[config.mk]
export PLATFORM = sky130hd
export DESIGN_NAME = claswp_call_sequencer
export DESIGN_NICKNAME = d
export VERILOG_FILES = /design/src/rtl/claswp_call_sequencer.sv
export SDC_FILE = /design/constraint.sdc
export NUM_CORES = 2
export LEC_CHECK = 0
export CORE_AREA = 2 2 397 399
export DETAILED_ROUTE_END_ITERATION = 7
export DIE_AREA = 0 0 399 401
export GPL_ROUTABILITY_DRIVEN = 0
export PLACE_DENSITY = 0.81
export REMOVE_ABC_BUFFERS = 1
export SLEW_MARGIN = 10
export SYNTH_ARGS = -nofsm -noshare
export SYNTH_HDL_FRONTEND = slang
export SYNTH_SLANG_ARGS = --single-unit
[constraint.sdc]
create_clock -name clock -period 28 [get_ports clock]
set_input_delay 4.2 -clock clock [delete_from_list [all_inputs] [get_ports clock]]
set_output_delay 4.2 -clock clock [all_outputs]
set_load 0.005 [all_outputs]
[src/rtl/claswp_call_sequencer.sv]
// Queues claswp call descriptors and runs them one at a time on the component.
// Each result is returned with its caller tag and the number of run cycles it took.
module claswp_call_sequencer #(
   parameter int DEPTH = 4,
   parameter int TAG_W = 4
) (
   input  logic             clock,
   input  logic             resetn,
   input  logic             job_valid,
   output logic             job_ready,
   input  logic [TAG_W-1:0] job_tag,
   input  logic [447:0]     job_args,
   output logic             cmp_start,
   input  logic             cmp_busy,
   output logic [63:0]      cmp_n,
   output logic [63:0]      cmp_a,
   output logic [63:0]      cmp_lda,
   output logic [63:0]      cmp_k1,
   output logic [63:0]      cmp_k2,
   output logic [63:0]      cmp_ipiv,
   output logic [63:0]      cmp_incx,
   input  logic             cmp_done,
   output logic             cmp_stall,
   input  logic [31:0]      cmp_returndata,
   output logic             res_valid,
   input  logic             res_ready,
   output logic [31:0]      res_data,
   output logic [TAG_W-1:0] res_tag,
   output logic [31:0]      res_cycles,
   output logic [4:0]       pending,
   output logic [1:0]       fsm_state
);

   localparam int AW = (DEPTH > 1) ? $clog2(DEPTH) : 1;
   localparam int CW = AW + 1;
   localparam int EW = TAG_W + 448;

   typedef enum logic [1:0] {
      IDLE = 2'd0,
      CALL = 2'd1,
      RUN  = 2'd2,
      RESP = 2'd3
   } state_t;

   state_t             state;
   logic [EW-1:0]      mem [DEPTH];
   logic [AW-1:0]      wr_ptr;
   logic [AW-1:0]      rd_ptr;
   logic [CW-1:0]      count;
   logic               ready_q;
   logic [TAG_W-1:0]   tag_q;
   logic [447:0]       args_q;
   logic [31:0]        cyc;
   logic [31:0]        cyc_next;
   logic               full;
   logic               empty;
   logic               push;
   logic               pop;

   assign full  = (count == CW'(DEPTH));
   assign empty = (count == '0);
   // ready_q keeps job_ready low while reset is held and for no longer.
   assign job_ready = ready_q & ~full;
   assign push  = job_valid & job_ready;
   // The head leaves the FIFO only when the sequencer can take it next cycle.
   assign pop   = ~empty & ((state == IDLE) | ((state == RESP) & res_ready));

   assign cyc_next = (cyc == 32'hFFFF_FFFF) ? cyc : cyc + 32'd1;

   assign cmp_start = (state == CALL);
   assign cmp_stall = (state != RUN);
   assign res_valid = (state == RESP);
   assign fsm_state = state;
   assign pending   = 5'(count) + {4'd0, (state != IDLE)};

   assign cmp_n    = args_q[63:0];
   assign cmp_a    = args_q[127:64];
   assign cmp_lda  = args_q[191:128];
   assign cmp_k1   = args_q[255:192];
   assign cmp_k2   = args_q[319:256];
   assign cmp_ipiv = args_q[383:320];
   assign cmp_incx = args_q[447:384];

   always_ff @(posedge clock) begin
      if (push) mem[wr_ptr] <= {job_tag, job_args};
   end

   always_ff @(posedge clock or negedge resetn) begin
      if (!resetn) begin
         wr_ptr  <= '0;
         rd_ptr  <= '0;
         count   <= '0;
         ready_q <= 1'b0;
      end else begin
         ready_q <= 1'b1;
         if (push) wr_ptr <= wr_ptr + AW'(1);
         if (pop)  rd_ptr <= rd_ptr + AW'(1);
         case ({push, pop})
            2'b10:   count <= count + CW'(1);
            2'b01:   count <= count - CW'(1);
            default: count <= count;
         endcase
      end
   end

   always_ff @(posedge clock or negedge resetn) begin
      if (!resetn) begin
         state      <= IDLE;
         tag_q      <= '0;
         args_q     <= '0;
         cyc        <= '0;
         res_data   <= '0;
         res_tag    <= '0;
         res_cycles <= '0;
      end else begin
         case (state)
            IDLE: begin
               if (pop) begin
                  {tag_q, args_q} <= mem[rd_ptr];
                  state           <= CALL;
               end
            end
            CALL: begin
               if (!cmp_busy) begin
                  cyc   <= '0;
                  state <= RUN;
               end
            end
            RUN: begin
               // The done cycle itself counts as a run cycle.
               if (cmp_done) begin
                  res_data   <= cmp_returndata;
                  res_tag    <= tag_q;
                  res_cycles <= cyc_next;
                  state      <= RESP;
               end else begin
                  cyc <= cyc_next;
               end
            end
            RESP: begin
               if (res_ready) begin
                  if (pop) begin
                     {tag_q, args_q} <= mem[rd_ptr];
                     state           <= CALL;
                  end else begin
                     state <= IDLE;
                  end
               end
            end
            default: state <= IDLE;
         endcase
      end
   end

endmodule

**After elaboration in Yosys (flattened, before gate mapping)**

Memories as Yosys holds them, arrays and structs flattened.
Index checks and enable logic that the tools add are counted.

- Flip-flop bits (word level): 562
- Bits in latches: 0
- RAM bits: 1808
- ROM bits: 0
- Input bits: 490
- Output and inout port bits: 527
- Word-level logic and storage cells: 67
- Memories: 1

Memories:

| name | depth | width | rd ports | clocked after Yosys merged registers in | wr ports | line | text |
|---|---|---|---|---|---|---|---|
| mem | 4 | 452 | 1 | 0 | 1 | 46 | `logic [EW-1:0] mem [DEPTH];` |

- $add $sub $neg: 6
- Multipliers: 0
- Div/mod/pow operators: 0
- $lt $le $gt $ge: 0
- Eq/ne operators: 13
- Shift-type cells: 0
- Multiplexer cells: 19
- Bitwise operators: 7
- Reductions and logical operators: 10

Operators with widths:

| operator | count |
|---|---|
| $mux W448 | 2 |
| $pmux W448 S2 | 1 |
| $mux W32 | 3 |
| $pmux W32 S2 | 1 |
| $add A32 B1 Y32 const B | 1 |
| $eq A32 B32 Y1 const B | 1 |
| $ne A2 B2 Y1 const B | 5 |
| $mux W2 | 4 |
| $mux W4 | 2 |
| $pmux W2 S4 | 1 |
| $pmux W4 S2 | 1 |
| $reduce_bool A2 Y1 | 4 |
| $eq A2 B2 Y1 const B | 3 |
| $pmux W3 S2 | 1 |
| $add A2 B1 Y2 const B | 2 |
| $add A3 B1 Y4 | 1 |
| $and A1 B1 Y1 | 4 |
| $eq A2 B1 Y1 const B | 2 |
| $reduce_and A2 Y1 | 2 |
| $reduce_and A4 Y1 | 1 |
| $add A3 B1 Y3 const B | 1 |
| $eq A3 B3 Y1 const B | 1 |
| $logic_not A3 Y1 | 1 |
| $mux W1 | 3 |
| other kinds (6) | 7 |

**Depth between registers and ports, before layout**

- Depth in word-level cells: 7
- Mapped depth: 10
- Depth with buffers taken out: 9

**Worst setup path after synthesis**

Ideal clock, no wire load.

- Kind: input-to-reg
- Start point: input port job_valid
- End point: memory mem[0][0] (netlist bit), enable pin
- Setup time: 0.879 ns
- Arrival: 14.455 ns
- Data required time: 27.121 ns
- Path slack: 12.666 ns
- Stages on the path: 1
- Buffers on the path: 0
- Cells stage by stage: and3_1

- Longest elaborated chain between the ends: 3

RTL lines:

| item | line | text |
|---|---|---|
| from (decl) | 9 | `input logic job_valid,` |
| $and A1 B1 Y1 | 64 | `assign push = job_valid & job_ready;` |
| $mux W1 | 85 | `if (push) mem[wr_ptr] <= {job_tag, job_args};` |
| $mux W1 (not written as such) | 85 |  |
| to (decl) | 46 |  |

No other way between the ends.

**Final worst setup path**

- Start point: input port job_valid
- End point: memory mem[2][283] (netlist bit), enable pin

Same word-level chain as after synthesis.

==> impl_metrics.py <==
metrics = {
    "final_layout": {
        "area_delta_synth_final_pct": 23.0,
        "final.fill_count": 9044,
        "final_cell_mix": "1808 x edfxtp_1, 1014 x clkdlybuf4s50_1, 560 x dfrtp_1, 454 x mux2_2, 452 x mux4_2",
        "drive_gt1_frac": 0.255,
        "finalNetCount": 5544,
        "layout_commonest_cell": "edfxtp_1",
        "fin_area_mm2": 0.108,
    },
    "placement": {
        "hpwl_um": 128000,
        "port_buffers": 1015,
        "dpl_cell_area_mm2": 0.0998,
        "pre_cts_slack_ns": 18.71,
    },
    "global_route": {
        "grt_pass1_vias": 46300,
        "antenna_found_initial": 90,
        "grt_pass1_wl_um": 311000,
        "grt_overflow": 0,
        "grt_max_degree": 154,
        "groute.usage.overall": 0.266,
    },
    "worst_setup_path": {
        "end_kind": "register",
        "slowest_delay_ns": 0.85,
        "cp_slowest_cell": "buf_4",
        "cp_common_cell": "buf_4",
        "crit_fanout": 62,
        "cp_top_family": "buffers and inverters",
        "crit_buf_inv": 5,
        "cp_num_cells": 6,
        "start_kind": "primary input",
        "ff2ff_path_depth": 7,
        "required_ns": 28.47,
        "crit_arrival_ns": 8.98,
        "crit_chain": "clkdlybuf4s50_1, and3_4, buf_4, buf_4, buf_4, buf_4",
        "path_class": "in2reg",
    },
    "run_status": {
        "outcome": "finished, final reports clean",
    },
    "synth": {
        "syn_area_per_cell_um2": 22.1,
        "syn_area_mm2": 0.0874,
        "async_flop_share": 0.237,
        "ys_top_cells_by_area": "edfxtp_1 62%, dfrtp_1 16%, mux4_2 12%",
        "yosys.area.top_type": "edfxtp_1",
        "ys_ff_latch": 2370,
        "synth_cell_types": 67,
        "yosysWarnings": 0,
        "yosysSeqAreaShare": 0.782,
        "synth_cells": 3946,
        "synth_edf_count": 1808,
        "synth_ff_type": "edfxtp_1",
        "netlist.area_leader.share": 0.621,
    },
    "clocking": {
        "cts_resized": 0,
        "insertion_delay_ns": 0.86,
        "cts_tree": "yes",
        "cts.path.max_buffers": 3,
        "postCtsHoldBufs": 0,
        "clk_pin_slew_ns": 0.06,
        "cts_buffers": 218,
        "cts_max_level": 4,
        "numClockSinks": 2370,
        "cts_setup_buffers": 0,
        "clockRootBuffer": "clkbuf_16",
    },
    "power": {
        "p_leak_uw": 0.0367,
        "power_density_mw_per_mm2": 106,
        "finalPower_uw": 11400,
        "peakVddDrop_v": 0.0000807,
    },
    "floorplan": {
        "coreArea_mm2": 0.156,
        "initial_core_util": 0.561,
        "die_h_um": 401,
        "rows": 145,
        "dieArea_mm2": 0.160,
        "ioPinCount": 1017,
        "die_w_um": 399,
    },
    "sta": {
        "setup_viol": 0,
        "period_share": 0.304,
        "hold_slack_ns": 0.436,
        "skew_ns": 0.0657,
        "layout_min_cycle_time_ns": 8.51,
        "max_clock_freq_ghz": 0.118,
        "relSlewSlack": 0.182,
        "finalHoldViolCount": 0,
        "rsz0062_at_grt": "false",
        "slew_viol_final": 0,
        "setup_slack_ns": 19.49,
        "worst_pin_slew_ns": 1.23,
        "finalSetupTns_ns": 0,
    },
    "run": {
        "cap_viol_max_count": 0,
    },
    "hold_path": {
        "hold-path-cell-count": 2,
        "hold_path.class": "reg2reg",
    },
    "routing": {
        "via_count": 44200,
        "dr.pass1.iters": 6,
        "postRouteAntennaNets": 0,
        "wl_per_cell_um": 29.1,
        "drc_errors": 0,
        "via_per_inst": 6.01,
        "wl_um": 214000,
        "initialDrtViolationCount": 3964,
    },
}
## per-layer routing
layer  GRT usage  share of wire  up-vias
met1       0.329           0.35    23300
li1            -              -    18200
met5           0         0.0016        -
met3      0.0807          0.094      435
met4       0.112          0.038       54
met2       0.439           0.51     2202
## power by group
part / internal, µW / switching, µW
Clock: 1770 / 1300
Sequential: 4500 / 444
Combinational: 1920 / 1480
Total: 8190 / 3220
## path summary, 6_finish.rpt
| check | end | start | slack, ns |
|---|---|---|---|
| max in group asynchronous | args_q[248] | resetn | 21.52 |
| hold / removal | res_tag[2] | tag_q[2] | 0.44 |
| setup reg to reg | mem[2][283] | count[0] | 21.89 |
| min in group asynchronous | args_q[144] | resetn | 3.36 |
| setup / recovery | mem[2][283] | job_valid | 19.49 |
| hold reg to reg | res_tag[2] | tag_q[2] | 0.44 |
## cell usage after synthesis (all sizes together) (2+ instances only)
library cell and number:
or3 6, and3 13, o211ai 3, inv 13, nand2 171, and4 6
mux2 454, dfrtp 562, xnor2 21, nand2b 3, nor3 11, nor2 21
o311ai 6, o22ai 2, edfxtp 1808, a32oi 3, buf 104, mux4 452
nand3 17, ha 13, a41oi 2, a21o 6, a211oi 2, a211o 2
a221o 2, a31oi 24, and2 9, or4 7, o21ai 39, nor2b 3
nand4 8, o31ai 8, nor4 9, a32o 2, conb 2, a31o 2
a2111oi 9, xor2 4, clkbuf 91, mux2i 3, a21oi 13
## metrics by stage
step / utilization / cells
floorplan: - / 3751
global placement: 0.641 / 6878
detailed placement: 0.641 / 6878
CTS: 0.690 / 7293
global route: 0.690 / 7343
finish: 0.691 / 7352
## logic make-up after synthesis
kind of cell	Yosys count	synth area share
flip-flops	2370	0.782
multiplexers	909	0.175
AND/OR/NAND/NOR	287	0.0159
buffers and inverters	208	0.0106
AO/OA/AOI/OAI	131	0.0113
XOR/XNOR	25	0.00251
adder cells (fa/ha/maj)	14	0.00209
other	2	0.0000859
## worst reg2reg max path, delay by kind of cell, from the launching register on
kind,cells,cell delay (ns)
AO/OA/AOI/OAI,1,0.93
buffers and inverters,4,3.43
flip-flops,1,0.47
AND/OR/NAND/NOR,2,0.85
## flip-flops by register name, summed over array words and instances, names as in the netlist
register	cells
mem	1808
wr_ptr	2
tag_q	4
count	3
res_data	32
fsm_state	2
args_q	448
cyc	32
ready_q	1
rd_ptr	2
res_cycles	32
res_tag	4
## final cells by class
| class | instances | area (µm²) | area share |
|---|---|---|---|
| diodes | 59 | 148 | 0.00137 |
| flip-flops and latches | 2370 | 68400 | 0.636 |
| clock inverters | 105 | 1330 | 0.0123 |
| clock buffers | 310 | 6190 | 0.0576 |
| inverters | 13 | 48.8 | 0.000454 |
| well taps | 2058 | 2570 | 0.0240 |
| repair buffers | 1069 | 10700 | 0.0995 |
| multi-input cells | 1368 | 18100 | 0.169 |
Power figures use the tool's default switching activity.
